**src/rtl/spi_shift_engine_pkg.sv**
```systemverilog
// Shared constants for the SPI shift engine. The IDLE code is also decoded by the
// baud-rate divider, so it must stay 4'hA.
package spi_shift_engine_pkg;

    localparam int DATA_W_DEF = 32;

    typedef enum logic [3:0] {
        ST_IDLE  = 4'hA,
        ST_SETUP = 4'h1,
        ST_SHIFT = 4'h2,
        ST_HOLD  = 4'h3,
        ST_DONE  = 4'h4
    } state_t;

endpackage

```
**src/rtl/spi_shift_engine_sclk_sync.sv**
```systemverilog
// Brings the divided SCLK into the system clock domain and turns its level steps into
// one-cycle leading/trailing pulses relative to CPOL.
module spi_sclk_sync (
    input  logic clock,
    input  logic reset,
    input  logic sclk_in,
    input  logic cpol,
    input  logic qual,
    output logic sclk_sync,
    output logic lead_pulse,
    output logic trail_pulse
);

    logic r_s1, r_s2, r_s3;
    logic w_step;

    always_ff @(posedge clock or posedge reset) begin
        if (reset) begin
            r_s1 <= 1'b0;
            r_s2 <= 1'b0;
            r_s3 <= 1'b0;
        end else begin
            r_s1 <= sclk_in;
            r_s2 <= r_s1;
            r_s3 <= r_s2;
        end
    end

    // The synchronised level moves one step at a time, so at most one pulse fires.
    assign w_step      = qual && (r_s2 != r_s3);
    assign lead_pulse  = w_step && (r_s2 != cpol);
    assign trail_pulse = w_step && (r_s2 == cpol);
    assign sclk_sync   = r_s2;

endmodule

```
**src/rtl/spi_shift_engine.sv**
```systemverilog
// SPI master transfer sequencer: chip-select timing, MOSI shifting and MISO capture,
// paced by the divided SCLK from the baud-rate divider.
module spi_shift_engine
    import spi_shift_engine_pkg::*;
#(
    parameter int DATA_W   = DATA_W_DEF,
    parameter int CS_SETUP = 2,
    parameter int CS_HOLD  = 2
) (
    input  logic              clock,
    input  logic              reset,
    input  logic              enable,
    input  logic              cpol,
    input  logic              cpha,
    input  logic              lsb_first,
    input  logic [4:0]        word_len,
    input  logic              sclk_in,
    input  logic [DATA_W-1:0] tx_data,
    input  logic              tx_valid,
    output logic              tx_ready,
    input  logic              miso,
    output logic              mosi,
    output logic              cs_n,
    output logic              sclk_out,
    output logic [DATA_W-1:0] rx_data,
    output logic              rx_valid,
    output logic [3:0]        state
);

    localparam int CNT_W = 8;

    state_t              r_state, w_next;
    logic                r_cs_n, r_mosi, r_rx_valid;
    logic                r_lsb, r_cpha;
    logic [4:0]          r_len;
    logic [CNT_W-1:0]    r_cnt;
    logic [5:0]          r_bit_cnt;
    logic [DATA_W-1:0]   r_tx, r_rx, r_rx_data;

    logic                w_sclk_sync, w_lead, w_trail;
    logic                w_tx_ready, w_accept, w_last;
    logic                w_setup_exit, w_hold_exit, w_sample, w_shift_out, w_tx_head;
    logic [5:0]          w_len_p1, w_cnt_at_trail, w_acc_shamt, w_out_shamt;
    logic [DATA_W-1:0]   w_rx_out;

    spi_sclk_sync u_sync (
        .clock       (clock),
        .reset       (reset),
        .sclk_in     (sclk_in),
        .cpol        (cpol),
        .qual        (r_state == ST_SHIFT),
        .sclk_sync   (w_sclk_sync),
        .lead_pulse  (w_lead),
        .trail_pulse (w_trail)
    );

    assign w_tx_ready = enable && (r_state == ST_IDLE) && !reset;
    assign w_len_p1   = {1'b0, r_len} + 6'd1;
    // With CPHA=1 the trailing edge itself carries the last sample.
    assign w_cnt_at_trail = r_cpha ? (r_bit_cnt + 6'd1) : r_bit_cnt;
    assign w_last         = (w_cnt_at_trail == w_len_p1);

    assign w_setup_exit = (r_state == ST_SETUP) && (r_cnt == '0);
    assign w_hold_exit  = (r_state == ST_HOLD) && (r_cnt == '0) && enable;
    assign w_sample     = (w_lead && !r_cpha) || (w_trail && r_cpha);
    assign w_shift_out  = (w_setup_exit && !r_cpha) || (w_lead && r_cpha)
                        || (w_trail && !r_cpha && !w_last);
    assign w_tx_head    = r_lsb ? r_tx[0] : r_tx[DATA_W-1];

    // MSB-first words are left-aligned on load; LSB-first captures land at the top.
    assign w_acc_shamt = 6'(DATA_W - 1) - {1'b0, word_len};
    assign w_out_shamt = 6'(DATA_W - 1) - {1'b0, r_len};
    assign w_rx_out    = (r_lsb ? (r_rx >> w_out_shamt) : r_rx)
                       & ({DATA_W{1'b1}} >> w_out_shamt);

    always_ff @(posedge clock or posedge reset) begin
        if (reset) r_state <= ST_IDLE;
        else       r_state <= w_next;
    end

    always_comb begin
        w_next   = r_state;
        w_accept = 1'b0;
        case (r_state)
            ST_IDLE: begin
                if (tx_valid && w_tx_ready) begin
                    w_accept = 1'b1;
                    w_next   = ST_SETUP;
                end
            end
            ST_SETUP: if (r_cnt == '0) w_next = ST_SHIFT;
            ST_SHIFT: if (w_trail && w_last) w_next = ST_HOLD;
            ST_HOLD:  if (r_cnt == '0) w_next = ST_DONE;
            ST_DONE:  w_next = ST_IDLE;
            default:  w_next = ST_IDLE;
        endcase
        if (!enable && (r_state != ST_IDLE)) w_next = ST_IDLE;
    end

    always_ff @(posedge clock or posedge reset) begin
        if (reset) begin
            r_cs_n     <= 1'b1;
            r_mosi     <= 1'b0;
            r_rx_valid <= 1'b0;
            r_rx_data  <= '0;
            r_tx       <= '0;
            r_rx       <= '0;
            r_cnt      <= '0;
            r_bit_cnt  <= '0;
            r_len      <= '0;
            r_lsb      <= 1'b0;
            r_cpha     <= 1'b0;
        end else begin
            r_rx_valid <= 1'b0;
            if (w_accept) begin
                r_len     <= word_len;
                r_lsb     <= lsb_first;
                r_cpha    <= cpha;
                r_tx      <= lsb_first ? tx_data : (tx_data << w_acc_shamt);
                r_rx      <= '0;
                r_bit_cnt <= '0;
                r_cs_n    <= 1'b0;
                r_cnt     <= CNT_W'(CS_SETUP - 1);
            end
            if (w_sample) begin
                r_rx      <= r_lsb ? {miso, r_rx[DATA_W-1:1]} : {r_rx[DATA_W-2:0], miso};
                r_bit_cnt <= r_bit_cnt + 6'd1;
            end
            if (w_shift_out) begin
                r_mosi <= w_tx_head;
                r_tx   <= r_lsb ? (r_tx >> 1) : (r_tx << 1);
            end
            if (((r_state == ST_SETUP) || (r_state == ST_HOLD)) && (r_cnt != '0))
                r_cnt <= r_cnt - 1'b1;
            if (w_trail && w_last)
                r_cnt <= CNT_W'(CS_HOLD - 1);
            if (w_hold_exit) begin
                r_cs_n     <= 1'b1;
                r_mosi     <= 1'b0;
                r_rx_data  <= w_rx_out;
                r_rx_valid <= 1'b1;
            end
            // Abort: drop the partial word and release the slave on the next clock.
            if (!enable && (r_state != ST_IDLE)) begin
                r_cs_n     <= 1'b1;
                r_mosi     <= 1'b0;
                r_rx_valid <= 1'b0;
            end
        end
    end

    assign tx_ready = w_tx_ready;
    assign mosi     = r_mosi;
    assign cs_n     = r_cs_n;
    assign sclk_out = (r_state == ST_SHIFT) ? w_sclk_sync : cpol;
    assign rx_data  = r_rx_data;
    assign rx_valid = r_rx_valid;
    assign state    = r_state;

endmodule
```
**config.mk**
```make
export PLATFORM = sky130hd
export DESIGN_NAME = spi_shift_engine
export DESIGN_NICKNAME = d
export VERILOG_FILES = /design/src/rtl/spi_shift_engine_pkg.sv /design/src/rtl/spi_shift_engine_sclk_sync.sv /design/src/rtl/spi_shift_engine.sv
export SDC_FILE = /design/constraint.sdc
export NUM_CORES = 1
export LEC_CHECK = 0
export BUFFER_PORTS_ARGS = -buffer_cell sky130_fd_sc_hd__buf_2
export CORE_AREA = 4 4 137 139
export DETAILED_ROUTE_END_ITERATION = 7
export DIE_AREA = 0 0 141 143
export PLACE_DENSITY = 0.79
export REMOVE_ABC_BUFFERS = 1
export SLEW_MARGIN = 15
export SYNTH_ARGS = -nofsm -noshare
export SYNTH_HDL_FRONTEND = slang
export SYNTH_SLANG_ARGS = --single-unit
```
**constraint.sdc**
```tcl
create_clock -name clock -period 4.51 [get_ports clock]
set_input_delay 0.451 -clock clock [delete_from_list [all_inputs] [get_ports clock]]
set_output_delay 0.451 -clock clock [all_outputs]
set_load 0.02 [all_outputs]
```
Word level (Yosys, flattened, before mapping):

Index checks and enable logic that the tools add are counted.

* flip-flop bits (word level): 127
* output and inout bits: 41
* word-level logic and storage cells: 103

* add/sub/neg operators: 5
* equal/unequal tests: 13
* shift-type cells: 3
* mux-type cells: 32
* bitwise operators: 1
* reductions and logical operators: 34

Operators with widths (number)
* 32-bit two-way mux: 8
* 32-bit bitwise AND: 1
* 32-bit by 6-bit left shift with 32-bit output: 1
* 32-bit by 6-bit >> shifter with 32-bit output: 1
* 32-bit by 6-bit >> shifter with 32-bit output, first input constant: 1
* 8-bit two-way mux: 3
* 4-bit two-way mux: 5
* 1-bit logical AND: 18
* 6-bit two-way mux: 3
* 4-bit one-hot mux with 4 select lines: 1
* 1-bit two-way mux: 12
* 5-bit by 5-bit subtractor with 6-bit output, first input constant: 2
* 3-bit nonzero test: 3
* 4-bit by 2-bit == test with 1-bit output, second input constant: 2
* 8-bit logical NOT: 1
* 8-bit nonzero test: 1
* 8-bit by 1-bit subtractor with 8-bit output, second input constant: 1
* 5-bit by 1-bit adder with 6-bit output, second input constant: 1
* 6-bit by 1-bit adder with 6-bit output, second input constant: 1
* 6-bit == test: 1
* 3-bit != test, second input constant: 2
* 4-bit by 1-bit == test with 1-bit output, second input constant: 1
* 4-bit == test, second input constant: 1
* 1-bit logical NOT: 4
* other kinds (8): 13

Longest topological paths before layout:

* depth in word-level cells: 9
* gate-level depth with buffers: 13

Modules after synthesis:

From an unflattened synthesis, not the netlist that was laid out.

* cell total of the unflattened synthesis: 1125
* area total of the unflattened synthesis: 10446.3 µm²

Modules (own cells, without submodules)
* spi_shift_engine: times used 1, cells an instance 1115, area each 10331.2 µm², seq. area each 3106.7 µm²
* spi_sclk_sync: times used 1, cells an instance 10, area each 115.1 µm², seq. area each 75.1 µm²

Worst setup path before layout:

No wires, ideal clock.

* kind: input to register
* start: input port reset
* end: register r_tx[31]
* setup time: 125 ps
* arrival time: 4756 ps
* required time: 4385 ps
* slack: -371 ps
* stages on the path: 6
* buffers on the path: 1
* cell sequence: inv_1 > nand4_1 > clkbuf_1 > a21oi_1 > o211ai_1 > mux2_2

* longest elaborated chain between the ends: 6

Ends and longest elaborated chain
* start: declaration: line spi_shift_engine.sv:11 `input logic reset,`
* 1-bit logical NOT (no source line)
* 1-bit logical AND: line spi_shift_engine.sv:57 `assign w_tx_ready = enable && (r_state == ST_IDLE) && !reset;`
* 1-bit logical AND: line spi_shift_engine.sv:86 `if (tx_valid && w_tx_ready) begin`
* 1-bit two-way mux: line spi_shift_engine.sv:86
* 1-bit two-way mux: line spi_shift_engine.sv:84 `case (r_state)`
* 2-bit nonzero test (no source line)
* end signal: assignment: line spi_shift_engine.sv:119 `r_tx <= lsb_first ? tx_data : (tx_data << w_acc_shamt);`
* end signal: assignment: line spi_shift_engine.sv:131 `r_tx <= r_lsb ? (r_tx >> 1) : (r_tx << 1);`
* end: declaration: line spi_shift_engine.sv:38 `logic [DATA_W-1:0] r_tx, r_rx, r_rx_data;`

No other way between the ends.
A chain may end at the register's enable or synchronous reset.

Final worst setup path:

* start: register r_len[0]
* end: register r_tx[13]

* longest elaborated chain between the ends: 6
* elaborated cells between the ends (all ways): 7
* those cells by class: 1 x add/sub; 1 x eq/ne; 1 x mux; 4 x reduce/logical

Ends and longest elaborated chain
* start: declaration: line spi_shift_engine.sv:35 `logic [4:0] r_len;`
* start signal: assignment: line spi_shift_engine.sv:116 `r_len <= word_len;`
* 5-bit by 1-bit adder with 6-bit output *: line spi_shift_engine.sv:58 `assign w_len_p1 = {1'b0, r_len} + 6'd1;`
* 6-bit == test *: line spi_shift_engine.sv:61 `assign w_last = (w_cnt_at_trail == w_len_p1);`
* 1-bit logical NOT *: line spi_shift_engine.sv:67 `|| (w_trail && !r_cpha && !w_last);`
* 1-bit logical AND *: line spi_shift_engine.sv:67
* 1-bit logical OR *: line spi_shift_engine.sv:67
* 32-bit two-way mux / 2-bit nonzero test (equally long branches)

Mark *: on every way between the ends. The rest lies on a longest branch, timed or not.

==> flow_summary.ini <==
[outcome]
outcome = finished, final reports clean

[global_route]
antenna_found_initial = 0
grt_pass1_vias = 8970
grt-ovfl-total = 0
grt_max_degree = 72
grt_usage_pct = 30.2
grt_first_pass_wirelength_mm = 48.8

[cells_and_area]
nets = 1175
layout_common_cells = nand2_1 (124), dfrtp_1 (123), mux2i_1 (118), o21ai_0 (109), buf_2 (86)
final_common_cell = nand2_1
area.growth.synth_to_final_pct = 9.37
design_area_um2 = 11400
num_antenna_cells = 0
drive_above_1_share_pct = 20.2

[route]
initialDrtViolationCount = 1429
ant_nets = 0
num_vias = 9582
dr.pass1.iters = 6
routed_wirelength_mm = 30.4
avgViaCountPerCell = 7.02
wl_per_cell_um = 22.3
drc_errors = 0

[pwr]
power.internal_mw = 3.33
powerDensity_nw_per_um2 = 499
leakage_nw = 4.98
pwr-share-comb_pct = 44.9
p_switching_mw = 2.37
clkPwrFrac_pct = 24.8
pwr-share-seq_pct = 30.3
switching_share_pct = 41.5
ir_drop_mv = 0.323

[sta]
fin_crit_sh_pct = 71.3
whs_ps = 128
slew_violations = 0
fmax_ghz = 0.311
tightest_slew_ps = 1010
fin_skew_ps = 16.4
hold_viol = 0
grt_setup_unrepaired = false
relSlewSlack_pct = 32.6
finalSetupViolations = 0
finalWorstPathRequiredPeriod_ps = 3220

[worst_setup_path]
cp_max_fo = 33
criticalPathCategory = register to register
crit_path_start_kind = register
required_ps = 4860
crit_path_end_kind = register
cp.arrival_ps = 3570

[logic_synthesis]
ys_seq_elements = 127
synth_cell_types = 70
synth-seq-area-share_pct = 30.5
synth-main-ff-cell = dfrtp_1
synth_area_um2 = 10400
yosysTopAreaCellShare_pct = 29.7
yosys_warnings = 0
syn_area_per_cell_um2 = 9.47
synthCells = 1102
ys_async_sr_fraction_pct = 100
synth_top_cell_by_area = dfrtp_1
ys_top_cells_by_area = dfrtp_1 (30%), mux4_2 (12%), mux2i_1 (11%)
synth_edf_count = 0

[floorplan]
coreArea_um2 = 17700
pin_count = 87
die_y_um = 143
start_util_pct = 59.1
die_w_um = 141
row_count = 49
dieArea_um2 = 20200

[clocking]
cts_buffer_depth = 2
cts-root-buf = clkbuf_16
clk_latency_ps = 430
cts_htree_levels = 4
clkSinkCount = 127
numCtsBuffers = 17
cts_tree = done
clkTransAtPathRegs_ps = 70

[flow_run]
max_cap_violations = 0

[hold_path]
hold_class = input port to register

[placement]
gp_congestion = 0.959
dp_hpwl_mm = 20.8
port_buffers = 86
placed_area_um2 = 10800
cell usage after synthesis (all sizes together), types with 10 or more instances:
cell      n
mux4     67
buf      44
mux2i   118
nand3    62
a21oi    58
nand2   126
a21o     10
o21ai   110
nor3     13
nor2     51
inv      20
nand2b   10
o22ai    14
mux2     29
dfrtp   124
a31oi    14
nor2b    15
clkbuf   57
flip-flops by register name, summed over array words and instances, names as in the netlist:
| name | flops |
|---|---|
| r_len | 5 |
| r_cnt | 8 |
| r_lsb | 1 |
| r_tx | 32 |
| state | 4 |
| rx_data | 32 |
| u_sync.sclk_sync | 1 |
| u_sync.r_s3 | 1 |
| r_cpha | 1 |
| rx_valid | 1 |
| r_bit_cnt | 6 |
| r_rx | 32 |
| u_sync.r_s1 | 1 |
| cs_n | 1 |
| mosi | 1 |
cells by family after synthesis:
| kind of cell | share of synthesized area [%] |
|---|---|
| and+or+nand+nor | 14.0 |
| AOI/OAI and AO/OA | 18.4 |
| muxes | 29.4 |
| DFF | 30.5 |
| buffers and inverters | 5.60 |
| xor gates and xnor gates | 1.36 |
| adders and majority gates | 0.720 |
layer usage:
layer / part of all wire [%] / up-vias / track usage, %
li1: - / 4237 / -
met1: 40 / 4660 / 41.1
met2: 47 / 598 / 47.8
met3: 9.1 / 87 / 5.32
met4: 4.0 / 0 / 13.6
met5: 0 / - / 0
path summary, 6_finish.rpt:
path                                    endpoint  depth (start not counted)        start  slack, ps
worst max-delay path                    r_tx[13]                         10     r_len[0]       1290
worst min-delay path                 u_sync.r_s1                          1      sclk_in        130
worst max register to register          r_tx[13]                         10     r_len[0]       1290
worst min register to register  u_sync.sclk_sync                          0  u_sync.r_s1        360
max in group asynchronous                  r_lsb                          4        reset       2890
min in group asynchronous               r_tx[13]                          3        reset        510
critical path: stages, from the launching register on:
cell and delay (ps):
dfrtp_1 350, buf_4 450, inv_2 220, ha_1 380, xor2_1 150, o21ai_0 170
and3_1 220, nand3_1 120, nand2_2 520, buf_4 330, mux2i_1 220
layout make-up:
class	count	area, um^2
Clock buffer	19	433
Clock inverter	13	165
Fill cell	1400	6250
Inverter	22	87.6
Multi-Input combinational cell	852	6680
Sequential cell	127	3190
Tap cell	229	287
Timing Repair Buffer	103	573
power groups by stage:
stage          registers, mW  clock network [mW]  logic, mW
6_report                1.73                1.41       2.56
5_1_grt                 1.76                1.47       2.77
4_1_cts                 1.71                1.42       2.52
3_5_place_dp            1.73                   0       2.50
3_3_place_gp            1.72                   0       2.44
2_1_floorplan           1.93                   0       1.67
stage by stage:
step	instances	total power, mW	setup WS, ps	setup TNS, ps	util, %
2_1_floorplan	1001	3.60	-2420	-144310	-
3_3_place_gp	1332	4.16	1470	0	61.1
3_5_place_dp	1332	4.23	1350	0	61.1
4_1_cts	1365	5.66	1290	0	64.6
5_1_grt	1365	5.99	1120	0	64.6
6_report	1365	5.70	1290	0	64.6
timing repair:
action	CTS	global route
buffers inserted	0	0
hold buffers	1	0
hold endpoints to repair	18	0
resized for setup	0	0
Power figures use the tool's default switching activity.
